[src/rtl/vend_pkg.sv]
// Shared vending definitions: dispense sequencer states, change encoding used
// by the vending FSM's change output, and default actuator timing.
package vend_pkg;

  typedef enum logic [2:0] {
    ST_IDLE,
    ST_VEND,
    ST_COIN_FIRE,
    ST_COIN_WAIT,
    ST_DONE,
    ST_FAULT
  } state_t;

  localparam logic [1:0] CHG_NONE = 2'b00;
  localparam logic [1:0] CHG_5    = 2'b01;
  localparam logic [1:0] CHG_10   = 2'b10;
  localparam logic [1:0] CHG_15   = 2'b11;

  localparam int PULSE_CYC_DEF   = 4;
  localparam int TIMEOUT_CYC_DEF = 16;

  // Counter width able to hold the larger of the two reload values (max-1).
  function automatic int timer_w(input int p, input int t);
    int m;
    m = (p > t) ? p : t;
    return (m <= 2) ? 1 : $clog2(m);
  endfunction

endpackage

[src/rtl/cycle_timer.sv]
// Loadable down-counter; zero is high once the count has run out and stays
// high until the next load.
module cycle_timer #(
  parameter int W = 4
) (
  input  logic         clk,
  input  logic         rst,
  input  logic         load,
  input  logic [W-1:0] load_val,
  output logic         zero
);

  logic [W-1:0] cnt_q, cnt_d;

  always_comb begin
    cnt_d = cnt_q;
    if (load)              cnt_d = load_val;
    else if (cnt_q != '0)  cnt_d = cnt_q - W'(1);
  end

  always_ff @(posedge clk) begin
    if (rst) cnt_q <= '0;
    else     cnt_q <= cnt_d;
  end

  assign zero = (cnt_q == '0);

endmodule

[src/rtl/change_dispense_ctrl.sv]
// Bottle/change actuator sequencer: one request at a time, fixed-width drive
// pulses, sensor-confirmed coins with timeout. CHANGE_RETRY_EN adds one
// re-fire per coin before declaring a hopper fault.
module change_dispense_ctrl
  import vend_pkg::*;
#(
  parameter int PULSE_CYC   = PULSE_CYC_DEF,
  parameter int TIMEOUT_CYC = TIMEOUT_CYC_DEF
) (
  input  logic       clk,
  input  logic       rst,
  input  logic       req_valid,
  input  logic       req_vend,
  input  logic [1:0] req_amt,
  output logic       req_ready,
  output logic       vend_fire,
  output logic       hopper_fire,
  input  logic       hopper_sense,
  output logic       done,
  output logic       fault,
  input  logic       fault_clr,
  output logic [1:0] coins_left
);

  localparam int TW = timer_w(PULSE_CYC, TIMEOUT_CYC);
  localparam logic [TW-1:0] PULSE_LD = TW'(PULSE_CYC - 1);
  localparam logic [TW-1:0] TO_LD    = TW'(TIMEOUT_CYC - 1);

  state_t     state_q, state_d;
  logic [1:0] coins_q, coins_d;
  logic       sense_q;
  logic       pend_q, pend_d;
  logic       req_ready_q, req_ready_d;
  logic       vend_fire_q, vend_fire_d;
  logic       hopper_fire_q, hopper_fire_d;
  logic       done_q, done_d;
  logic       fault_q, fault_d;
`ifdef CHANGE_RETRY_EN
  logic       retry_q, retry_d;
`endif

  logic       accept, sense_rise, coin_evt, t_load, t_zero;
  logic [TW-1:0] t_val;

  assign accept     = req_valid && req_ready_q;
  assign sense_rise = hopper_sense && !sense_q;
  // A rise seen while still firing is held and credited on the first wait cycle.
  assign coin_evt   = (state_q == ST_COIN_WAIT) && (sense_rise || pend_q);

  // One timer serves drive pulses and the coin timeout; reload on state entry.
  assign t_load = (state_d != state_q) &&
                  (state_d == ST_VEND || state_d == ST_COIN_FIRE || state_d == ST_COIN_WAIT);
  assign t_val  = (state_d == ST_COIN_WAIT) ? TO_LD : PULSE_LD;

  cycle_timer #(.W(TW)) u_timer (
    .clk      (clk),
    .rst      (rst),
    .load     (t_load),
    .load_val (t_val),
    .zero     (t_zero)
  );

  always_ff @(posedge clk) begin
    if (rst) state_q <= ST_IDLE;
    else     state_q <= state_d;
  end

  always_comb begin
    state_d = state_q;
    case (state_q)
      ST_IDLE: begin
        if (accept) begin
          if (req_vend)                 state_d = ST_VEND;
          else if (req_amt != CHG_NONE) state_d = ST_COIN_FIRE;
          else                          state_d = ST_DONE;
        end
      end
      ST_VEND: begin
        if (t_zero) state_d = (coins_q != CHG_NONE) ? ST_COIN_FIRE : ST_DONE;
      end
      ST_COIN_FIRE: begin
        if (t_zero) state_d = ST_COIN_WAIT;
      end
      ST_COIN_WAIT: begin
        if (coin_evt)    state_d = (coins_q == 2'd1) ? ST_DONE : ST_COIN_FIRE;
`ifdef CHANGE_RETRY_EN
        else if (t_zero) state_d = retry_q ? ST_FAULT : ST_COIN_FIRE;
`else
        else if (t_zero) state_d = ST_FAULT;
`endif
      end
      ST_DONE:  state_d = ST_IDLE;
      ST_FAULT: if (fault_clr) state_d = ST_IDLE;
      default:  state_d = ST_IDLE;
    endcase
  end

  always_comb begin
    coins_d = coins_q;
    if (state_q == ST_IDLE && accept)         coins_d = req_amt;
    else if (coin_evt)                        coins_d = coins_q - 2'd1;
    else if (state_q == ST_FAULT && fault_clr) coins_d = 2'd0;
    pend_d = (state_q == ST_COIN_FIRE) ? (pend_q || sense_rise) : 1'b0;
`ifdef CHANGE_RETRY_EN
    retry_d = retry_q;
    if (accept || coin_evt)                   retry_d = 1'b0;
    else if (state_q == ST_COIN_WAIT && t_zero) retry_d = 1'b1;
`endif
  end

  // Outputs are registered from the next state so they line up with state_q.
  always_comb begin
    req_ready_d   = (state_d == ST_IDLE);
    vend_fire_d   = (state_d == ST_VEND);
    hopper_fire_d = (state_d == ST_COIN_FIRE);
    done_d        = (state_d == ST_DONE);
    fault_d       = (state_d == ST_FAULT);
  end

  always_ff @(posedge clk) begin
    if (rst) begin
      coins_q       <= 2'd0;
      sense_q       <= 1'b0;
      pend_q        <= 1'b0;
      req_ready_q   <= 1'b0;
      vend_fire_q   <= 1'b0;
      hopper_fire_q <= 1'b0;
      done_q        <= 1'b0;
      fault_q       <= 1'b0;
`ifdef CHANGE_RETRY_EN
      retry_q       <= 1'b0;
`endif
    end else begin
      coins_q       <= coins_d;
      sense_q       <= hopper_sense;
      pend_q        <= pend_d;
      req_ready_q   <= req_ready_d;
      vend_fire_q   <= vend_fire_d;
      hopper_fire_q <= hopper_fire_d;
      done_q        <= done_d;
      fault_q       <= fault_d;
`ifdef CHANGE_RETRY_EN
      retry_q       <= retry_d;
`endif
    end
  end

  assign req_ready   = req_ready_q;
  assign vend_fire   = vend_fire_q;
  assign hopper_fire = hopper_fire_q;
  assign done        = done_q;
  assign fault       = fault_q;
  assign coins_left  = coins_q;

endmodule

[config.mk]
export PLATFORM = sky130hd
export DESIGN_NAME = change_dispense_ctrl
export DESIGN_NICKNAME = d
export VERILOG_FILES = /design/src/rtl/vend_pkg.sv /design/src/rtl/cycle_timer.sv /design/src/rtl/change_dispense_ctrl.sv
export SDC_FILE = /design/constraint.sdc
export NUM_CORES = 1
export LEC_CHECK = 0
export ABC_CLOCK_PERIOD_IN_PS = 4400
export CAP_MARGIN = 5
export CORE_MARGIN = 2
export CORE_UTILIZATION = 57
export CTS_BUF_LIST = sky130_fd_sc_hd__clkbuf_4
export DETAILED_ROUTE_END_ITERATION = 16
export PLACE_DENSITY = 0.85
export SYNTH_ARGS = -nofsm -noshare
export SYNTH_HDL_FRONTEND = slang
export SYNTH_SLANG_ARGS = --single-unit
[constraint.sdc]
create_clock -name clk -period 4.4 [get_ports clk]
set_clock_uncertainty 0.15 [all_clocks]
set_input_delay 0.44 -clock clk [delete_from_list [all_inputs] [get_ports clk]]
set_output_delay 0.44 -clock clk [all_outputs]
set_load 0.01 [all_outputs]
; ---- After elaboration in Yosys (flattened, before gate mapping)
; Cells that the tools add are included.
; W data, S select, Z words.
[word_totals]
regBits = 16
out_inout_bits = 7
word_cells = 60
[classes]
add_sub_neg = 2
n_eq_ne = 11
n_mux = 17
bitwise = 1
n_reduce_logical = 19
[op_table]
columns = operator, n
row1 = $mux W3, 10
row2 = $pmux W3 S5, 1
row3 = $eq A3 B2 Y1 const B, 4
row4 = $mux W4, 3
row5 = $eq A3 B3 Y1 const B, 3
row6 = $eq A3 B1 Y1 const B, 2
row7 = $logic_and A1 B1 Y1, 6
row8 = $logic_not A3 Y1, 2
row9 = $mux W2, 3
row10 = $reduce_bool A2 Y1, 3
row11 = $logic_not A4 Y1, 1
row12 = $reduce_bool A4 Y1, 1
row13 = $sub A4 B1 Y4 const B, 1
row14 = $logic_or A1 B1 Y1, 3
row15 = $ne A3 B3 Y1, 1
row16 = $reduce_bool A3 Y1, 1
row17 = $eq A2 B1 Y1 const B, 1
row18 = $reduce_or A2 Y1, 1
row19 = $sub A2 B1 Y2 const B, 1
row20 = $logic_not A1 Y1, 1
row21 = $not A1 Y1, 1

; ---- Logic depth before layout (Yosys ltp)
; Gate-level depths: netlist of the first run.
[depth]
word_depth = 11
depth_mapped = 8
mapped_depth_nobuf = 8

; ---- Hierarchy
; From an unflattened synthesis of the first run, not the netlist that was laid out.
[unflattened]
cells_unflattened = 100
hier_area_um2 = 914.6
[by_module_without_submodules]
columns = mod, instances, cells_per_inst, area_per_inst_um2, seq_area_each_um2
row1 = change_dispense_ctrl, 1, 76, 685.7, 240.2
row2 = cycle_timer, 1, 24, 229.0, 80.1

; ---- Least setup slack after synthesis of the first run
; OpenSTA, ideal clock, no wires.
[synth_timing]
path_type = flip-flop to flip-flop
from = reg u_timer.cnt_q[0]
to = reg u_timer.cnt_q[2]
setup_ns = 0.103
arrival_ns = 2.121
path_slack_ns = 2.026
path_stages_with_launch = 9
cell_sequence = dfxtp_1 -> inv_1 -> ha_1 -> or4b_4 -> and3b_4 -> a211oi_4 -> nand3_1 -> o2111a_1 -> a2111oi_2
[synth_via]
elab_chain_cells = 9
elab_cells_between_ends = 19
[synth_lines]
columns = element, line
row1 = from (decl), cycle_timer.sv:13  ; logic [W-1:0] cnt_q, cnt_d;
row2 = from (signal assigned), cycle_timer.sv:23  ; else cnt_q <= cnt_d;
row3 = $logic_not A4 Y1, cycle_timer.sv:26  ; assign zero = (cnt_q == '0);
row4 = $mux W3, change_dispense_ctrl.sv:89  ; else if (t_zero) state_d = ST_FAULT;
row5 = $mux W3, change_dispense_ctrl.sv:85  ; if (coin_evt) state_d = (coins_q == 2'd1) ? ST_DONE : ST_COIN_FIRE;
row6 = $pmux W3 S5, change_dispense_ctrl.sv:70  ; case (state_q)
row7 = $eq A3 B1 Y1 / $eq A3 B2 Y1 (equally long branches), change_dispense_ctrl.sv:52  ; (state_d == ST_VEND || state_d == ST_COIN_FIRE || state_d == ST_COIN_WAIT);
row8 = $logic_or A1 B1 Y1 (2 in a row), change_dispense_ctrl.sv:52
row9 = $logic_and A1 B1 Y1, change_dispense_ctrl.sv:51  ; assign t_load = (state_d != state_q) &&
row10 = $mux W4 / $reduce_bool A2 Y1 (equally long branches), -
; Several ways; a longest one is shown, not always the timed one. The select of a mux whose other input is x is not followed.
; A chain may end at the register's enable or synchronous reset.

; ---- Worst setup path in the final report of the first run
; Same ends and word-level chain as after synthesis.

==> results of run 1 <==
cell type report:
class	count	share of cell area, %
Multi-Input combinational cell	73	48.7
Sequential cell	16	31.1
Timing Repair Buffer	14	13.6
Clock buffer	3	2.18
Inverter	6	2.18
Tap cell	16	1.94
Clock inverter	1	0.364
power by group:
group / total, mW / internal [mW] / switching (mW)
combinational: 0.251 / 0.126 / 0.125
clock: 0.0854 / 0.0330 / 0.0523
sequential: 0.202 / 0.176 / 0.0265
path summary, 6_finish.rpt:
path                     from          endpoint  slack, ns  cells after the start
max reg2reg  u_timer.cnt_q[0]  u_timer.cnt_q[2]       1.67                      8
max          u_timer.cnt_q[0]  u_timer.cnt_q[2]       1.67                      8
min reg2reg     coins_left[0]     coins_left[0]       0.40                      2
min             coins_left[0]     coins_left[0]       0.40                      2
critical path, cell delays in order, from the launching register on:
cell and delay (ns):
dfxtp_1 0.33, inv_1 0.08, ha_1 0.22, nor3b_1 0.75
nand2_1 0.11, mux2i_1 0.23, o21ai_0 0.14, o2111a_1 0.29
a2111oi_2 0.32
sequential cells by signal (all words and copies together) (netlist names):
| register | cells |
|---|---|
| coins_left | 2 |
| req_ready | 1 |
| fault | 1 |
| u_timer.cnt_q | 4 |
| state_q | 3 |
| vend_fire | 1 |
| hopper_fire | 1 |
| done | 1 |
| sense_q | 1 |
| pend_q | 1 |
cells in the mapped netlist, types with 2 or more instances:
cell | instances | area (sq um)
a21oi_1 | 5 | 25.0
or3_1 | 3 | 18.8
o21ai_0 | 3 | 15.0
inv_1 | 6 | 22.5
nor3b_1 | 2 | 15.0
nor2_1 | 7 | 26.3
ha_1 | 3 | 37.5
xnor2_1 | 2 | 17.5
mux2i_1 | 2 | 20.0
nor2b_1 | 2 | 12.5
nand2_1 | 10 | 37.5
dfxtp_1 | 16 | 320
nand2b_1 | 2 | 12.5
o211ai_1 | 2 | 15.0
nor3_1 | 10 | 50.1
clkbuf_2 | 2 | 10.0
placed cells by master (no fill, tap or decap), types with 2 or more instances in the layout:
| master | instances |
|---|---|
| mux2i_1 | 2 |
| nor3b_1 | 2 |
| nand2_1 | 10 |
| clkdlybuf4s50_1 | 14 |
| xnor2_1 | 2 |
| clkbuf_4 | 3 |
| a21oi_1 | 5 |
| nor2b_1 | 2 |
| o211ai_1 | 2 |
| nor3_1 | 10 |
| ha_1 | 3 |
| o21ai_0 | 3 |
| nor2_1 | 7 |
| dfxtp_1 | 16 |
| nand2b_1 | 2 |
| inv_1 | 6 |
| or3_1 | 3 |
per-layer routing:
layer	vias to the layer above	share of wire, %
met3	7	4.1
li1	385	-
met5	-	0
met4	0	2.2
met1	366	47
met2	23	47
logic make-up after synthesis:
kind of cell             Yosys count  synth area share (%)
buffers and inverters             10                  4.78
AND/OR/NAND/NOR                   45                  29.0
flip-flops                        16                  37.1
multiplexers                       3                  3.62
adder cells (fa/ha/maj)            3                  4.35
AO/OA/AOI/OAI                     20                  19.1
XOR/XNOR                           2                  2.03
stage by stage:
step | std cells | utilization (%) | cell area, sq um
6_report | 129 | 70.9 | 1030
4_1_cts | 129 | 70.9 | 1030
2_1_floorplan | 99 | - | 863
3_5_place_dp | 125 | 69.1 | 1000
5_1_grt | 129 | 70.9 | 1030
3_3_place_gp | 125 | 69.1 | 1000
==> key figures, run 1 <==
Detailed routing
  • Via count: about 780
  • Number of DRC markers after the initial detailed-route iteration: 16
  • Average wire per cell in the routed design: 15.1 um
  • DRC violation count after routing: 0
  • Total detailed-routing wirelength: just under 2 mm
  • Vias/cell: between 6 and 7
  • Antenna-violating nets left: 0
  • TritonRoute pass-1 iters: 4

Global route
  • Met3 Track Usage GR: between 5 and 6%
  • Remaining global-route overflow: 0
  • Global-route usage over all layers: 24.1%
  • First-pass GRT wire length: 3.28 mm
  • GR peak layer: met2
  • Antenna violations before repair: 0
  • Met2 track utilization from global routing: a little over a third
  • Met1 Usage GRT: 31.4%
  • Largest net degree at the start of global routing: 17
  • Via count of the first global-routing pass: roughly 710

Die
  • DIE HEIGHT: 42.9 um
  • Cell Rows: 14
  • Initial Utilization: roughly 60%
  • Core area: 1450 sq um
  • I/O pin count: 15
  • Die Width: between 40 and 50 um
  • Die ar.: 1840 sq um

Synthesis
  • Synthesized Nets: 110
  • Number of flops mapped to enable cells by yosys: 0
  • Total standard cell area after synthesis: between 800 and 900 sq um
  • Number of synthesis warnings: 0
  • Post-synthesis instance total: just under 100
  • Post-synth cell types: 38
  • Share of synthesized flip-flops with an asynchronous set or reset: 0%
  • Most used DFF post-synth: dfxtp_1
  • Syn avg cell area: ~8.7 sq um
  • Yosys reg bits: 16
  • Share of the yosys chip area belonging to registers: a little under two fifths

Setup path
  • Worst Path Max Fanout: 6
  • Kind of end point of the critical path: flip-flop
  • Type of element launching the critical path: flip-flop
  • Critical path class: reg -> reg
  • Worst path required time: about 4.4 ns
  • Worst endpoint data arrival time: around 2.8 ns

Clocking
  • Number of buffers created by CTS: 3
  • Clock insertion delay at the later pin of the skew report: around 0.29 ns
  • CTS tree: built
  • Buffer depth of the longest clock path: 2
  • Cts-stage hold buffer count: 0
  • Clock Sink Count: 16
  • Maximum level of the CTS H-tree: 1
  • Post-CTS Setup Repair Bufs: 0
  • Clock transition time at the flip-flop clock pins of the worst setup and hold paths: approximately 0.1 ns
  • Clk Tree Root Cell: clkbuf_4
  • Post_cts resized: 0

Timing
  • Total negative setup slack: 0 ns
  • Tightest Pin Transition: about 0.9 ns
  • Final setup violation count: 0
  • Timing-limited maximum frequency: approximately 0.37 GHz
  • Unrepaired setup endpoints after global routing: no
  • Normalized max-slew margin: about two fifths
  • Count of final hold-check violations: 0
  • Tcrit/Tclk final: ~62%
  • Worst hold slack across all endpoints: ~0.40 ns
  • Final period demand of the worst path: about 2.7 ns
  • Max-slew violation total from the final report: 0
  • Setup ws final: roughly 1.7 ns

Placed design
  • Gp weighted congestion: around 0.9
  • Pre-CTS setup slack: 1.70 ns
  • DP Wirelength: around 1.4 mm
  • Port bufs: 14

Finish
  • Sequential cell area: approximately 320 sq um
  • Fill cell total of the finished layout: 117
  • Area of combinational cells with multiple inputs: approximately 500 sq um
  • Count of nets after finishing: 125
  • Antenna diodes: 0
  • Ratio of cells with drive above 1 in the final layout: about a tenth
  • Area added between synthesis and finish: 19.4%

Min path
  • Worst min path class: reg -> reg

Pwr
  • Largest vdd supply drop: 0.351 mV
  • Static power due to leakage: 0.375 nW
  • Total power: between 0.5 and 0.6 mW
  • Pwr Density: 523 nW/um^2

Outcome
  • Run status: complete, no violations

Flow run
  • Max Cap Violations: 0
Note: power is estimated with default switching activity, not from simulation.
==> run 2: changes to the inputs <==
Settings changed: ABC_CLOCK_PERIOD_IN_PS 4400 to 2500, CORE_UTILIZATION 57 to 48, PLACE_DENSITY 0.85 to 0.76.
Clock period 4.4 ns to 2.5 ns, I/O delays scaled along.
==> run 2 against run 1 <==
- die area up 17%
- sequential power up 75%
- cell count up 12%
- setup slack worse by 1.6 ns
- via count down 1.3%
- count of clock-buffer cells in the layout unchanged
- combinational power up 110%
==> key figures, run 2 (synthesis gave the netlist of run 1 again) <==
Global route
  • Remaining global-route overflow: 0 (unchanged)
  • First-pass GRT wire length: 2.99 mm (-8.8%)
  • Antenna violations before repair: 0 (unchanged)
  • Via count of the first global-routing pass: 712 (+0.85%)
  • Global-route usage over all layers: 19.3% (-4.8 points)
  • Largest net degree at the start of global routing: 17 (unchanged)

Detailed routing
  • Antenna-violating nets left: 0 (unchanged)
  • Via count: 771 (-1.3%)
  • Average wire per cell in the routed design: 12.9 um (-14%)
  • Number of DRC markers after the initial detailed-route iteration: 15 (-1)
  • TritonRoute pass-1 iters: 4 (unchanged)
  • DRC violation count after routing: 0 (unchanged)
  • Vias/cell: 5.35 (-12%)
  • Total detailed-routing wirelength: 1.86 mm (-4.4%)

Clocking
  • Clock transition time at the flip-flop clock pins of the worst setup and hold paths: 0.11 ns (about the same)
  • Buffer depth of the longest clock path: 2 (unchanged)
  • Number of buffers created by CTS: 3 (unchanged)
  • CTS tree: built
  • Clock Sink Count: 16 (unchanged)
  • Post-CTS Setup Repair Bufs: 0 (unchanged)
  • Cts-stage hold buffer count: 0 (unchanged)
  • Clock insertion delay at the later pin of the skew report: 0.29 ns (about the same)
  • Clk Tree Root Cell: clkbuf_4
  • Maximum level of the CTS H-tree: 1 (unchanged)

Setup path
  • Cell depth of the worst setup path: 8 (unchanged)
  • Flop2flop setup slack: 0.12 ns (-1.55 ns)
  • Worst path slowest cell: or4b_4
  • Count of cells along the worst register-to-register path: 8 (unchanged)
  • Capturing point of the worst reg2reg path: u_timer.cnt_q[2]
  • Critical path capture point: u_timer.cnt_q[2]
  • Kind of end point of the critical path: flip-flop
  • Worst endpoint data arrival time: 2.43 ns (-0.35 ns)
  • Launch point of the worst reg-to-reg path: u_timer.cnt_q[0]
  • Worst path required time: 2.55 ns (-1.89 ns)
  • Type of element launching the critical path: flip-flop
  • Top cell family by delay on the critical path: simple AND/OR/NAND/NOR gates
  • Number of buffer and inverter stages on the critical path: 1 (unchanged)
  • Slowest Stage Delay on Critical Path: 0.47 ns (-0.28 ns)
  • Launching instance or port of the critical path: u_timer.cnt_q[0]
  • Critical path class: reg -> reg
  • Ordered cell list for the critical path: inv_1 > ha_1 > or4b_4 > and3b_4 > a211oi_4 > nand3_2 > o2111a_2 > a2111oi_4
  • Worst Path Max Fanout: 3 (-3)

Timing
  • Final period demand of the worst path: 2.38 ns (-0.346 ns)
  • Total negative setup slack: 0 ns (unchanged)
  • Worst hold slack across all endpoints: 0.382 ns (-0.0180 ns)
  • Tcrit/Tclk final: 95.4% (+33 points)
  • Setup ws final: 0.115 ns (-1.55 ns)
  • Normalized max-slew margin: 56.4% (+16 points)
  • Count of final hold-check violations: 0 (unchanged)
  • Tightest Pin Transition: 0.651 ns (-0.237 ns)
  • Final setup violation count: 0 (unchanged)
  • Timing-limited maximum frequency: 0.419 GHz (+15%)
  • Max-slew violation total from the final report: 0 (unchanged)

Finish
  • Max reg flops: 4 (unchanged)
  • Most common library cell in the layout ignoring fill and taps: dfxtp_1
  • Non-filler cells in the finished layout: 144 (+12%)
  • Ratio of cells with drive above 1 in the final layout: 16.0% (+6.2 points)
  • Leading cell types in the layout, fill and taps excluded: dfxtp_1 (16), clkdlybuf4s50_1 (14), nand2_1 (10), nor3_1 (10), nor2_1 (7)
  • Antenna diodes: 0 (unchanged)
  • Area added between synthesis and finish: 28.1%
  • Register name with the most flops: u_timer.cnt_q
  • Fill cell total of the finished layout: 146 (+25%)
  • Count of nets after finishing: 131 (+4.8%)

Pwr
  • Internal power summed over all cells: 0.641 mW (+91%)
  • Static power due to leakage: 0.412 nW (+9.7%)
  • Total power: 1.02 mW (+88%)
  • Sequential power share: 34.9% (-2.7 points)
  • Switching share of total power: 36.9% (-0.97 points)
  • Pwr Density: 918 nW/um^2 (+76%)
  • Total net switching power: 0.374 mW (+84%)
  • Part of the total power dissipated in the clock network: 14.3% (-1.5 points)
  • Combinational share of power: 50.8% (+4.2 points)
  • Largest vdd supply drop: 0.579 mV (+65%)

Die
  • DIE HEIGHT: 46.4 um (+8.1%)
  • Initial Utilization: 50.5% (-8.8 points)
  • Cell Rows: 15 (+1)
  • Core area: 1710 sq um (+17%)
  • I/O pin count: 15 (unchanged)
  • Die ar.: 2150 sq um (+17%)
  • Die Width: 46.4 um (+8.1%)

Placed design
  • DP Wirelength: 1.45 mm (+0.59%)
  • Port bufs: 14 (unchanged)
  • Pre-CTS setup slack: -0.0140 ns (-1.72 ns)
  • Gp weighted congestion: 0.932 (+3.7%)
  • Placed Cells: 140 (+12%)

Min path
  • Worst hold start: hopper_sense
  • Worst min path class: in -> reg

Outcome
  • Run status: complete, no violations

Flow run
  • Max Cap Violations: 0 (unchanged)
-- run 2: worst min-delay path by stage --
stage	to	cells after the start	slack, ns
finish	sense_q	2	0.38
global route	sense_q	2	0.39
floorplan	u_timer.cnt_q[2]	1	0.17
CTS	sense_q	2	0.38
global placement	coins_left[0]	2	0.37
detailed placement	coins_left[0]	2	0.37
-- run 2: final cells by class --
class / count / area (sq um) / share of cell area [%]
multi-input combinational: 73 / 520 / 47.1
sequential: 16 / 320 / 29.0
timing repair buffer: 20 / 185 / 16.7
tap: 25 / 31.3 / 2.83
clock buffer: 3 / 22.5 / 2.04
inverter: 6 / 22.5 / 2.04
clock inverter: 1 / 3.75 / 0.339
-- run 2: power by group through the flow --
| stage | Clock [mW] | Combinational, mW | Sequential [mW] |
|---|---|---|---|
| detailed placement | 0 | 0.489 | 0.360 |
| finish | 0.145 | 0.516 | 0.354 |
| floorplan | 0 | 0.338 | 0.352 |
| global placement | 0 | 0.473 | 0.358 |
| global route | 0.158 | 0.570 | 0.362 |
| CTS | 0.147 | 0.491 | 0.354 |
-- run 2: stage by stage --
stage | util (%) | instance area [sq um]
detailed placement | 62.1 | 1060
floorplan | - | 863
global placement | 62.1 | 1060
global route | 64.8 | 1110
finish | 64.8 | 1110
CTS | 63.7 | 1090
-- run 2: per-layer routing --
layer	share of wire, %	routed length [um]	track usage (%)
met5	0	0	0
met4	0	0	2.86
met2	49	919	35.6
met3	4.7	88	3.53
met1	46	850	23.4
-- run 2: repair_timing --
action	CTS	global route
pin swaps	1	2
setup endpoints to repair	1	2
resized for setup	0	3
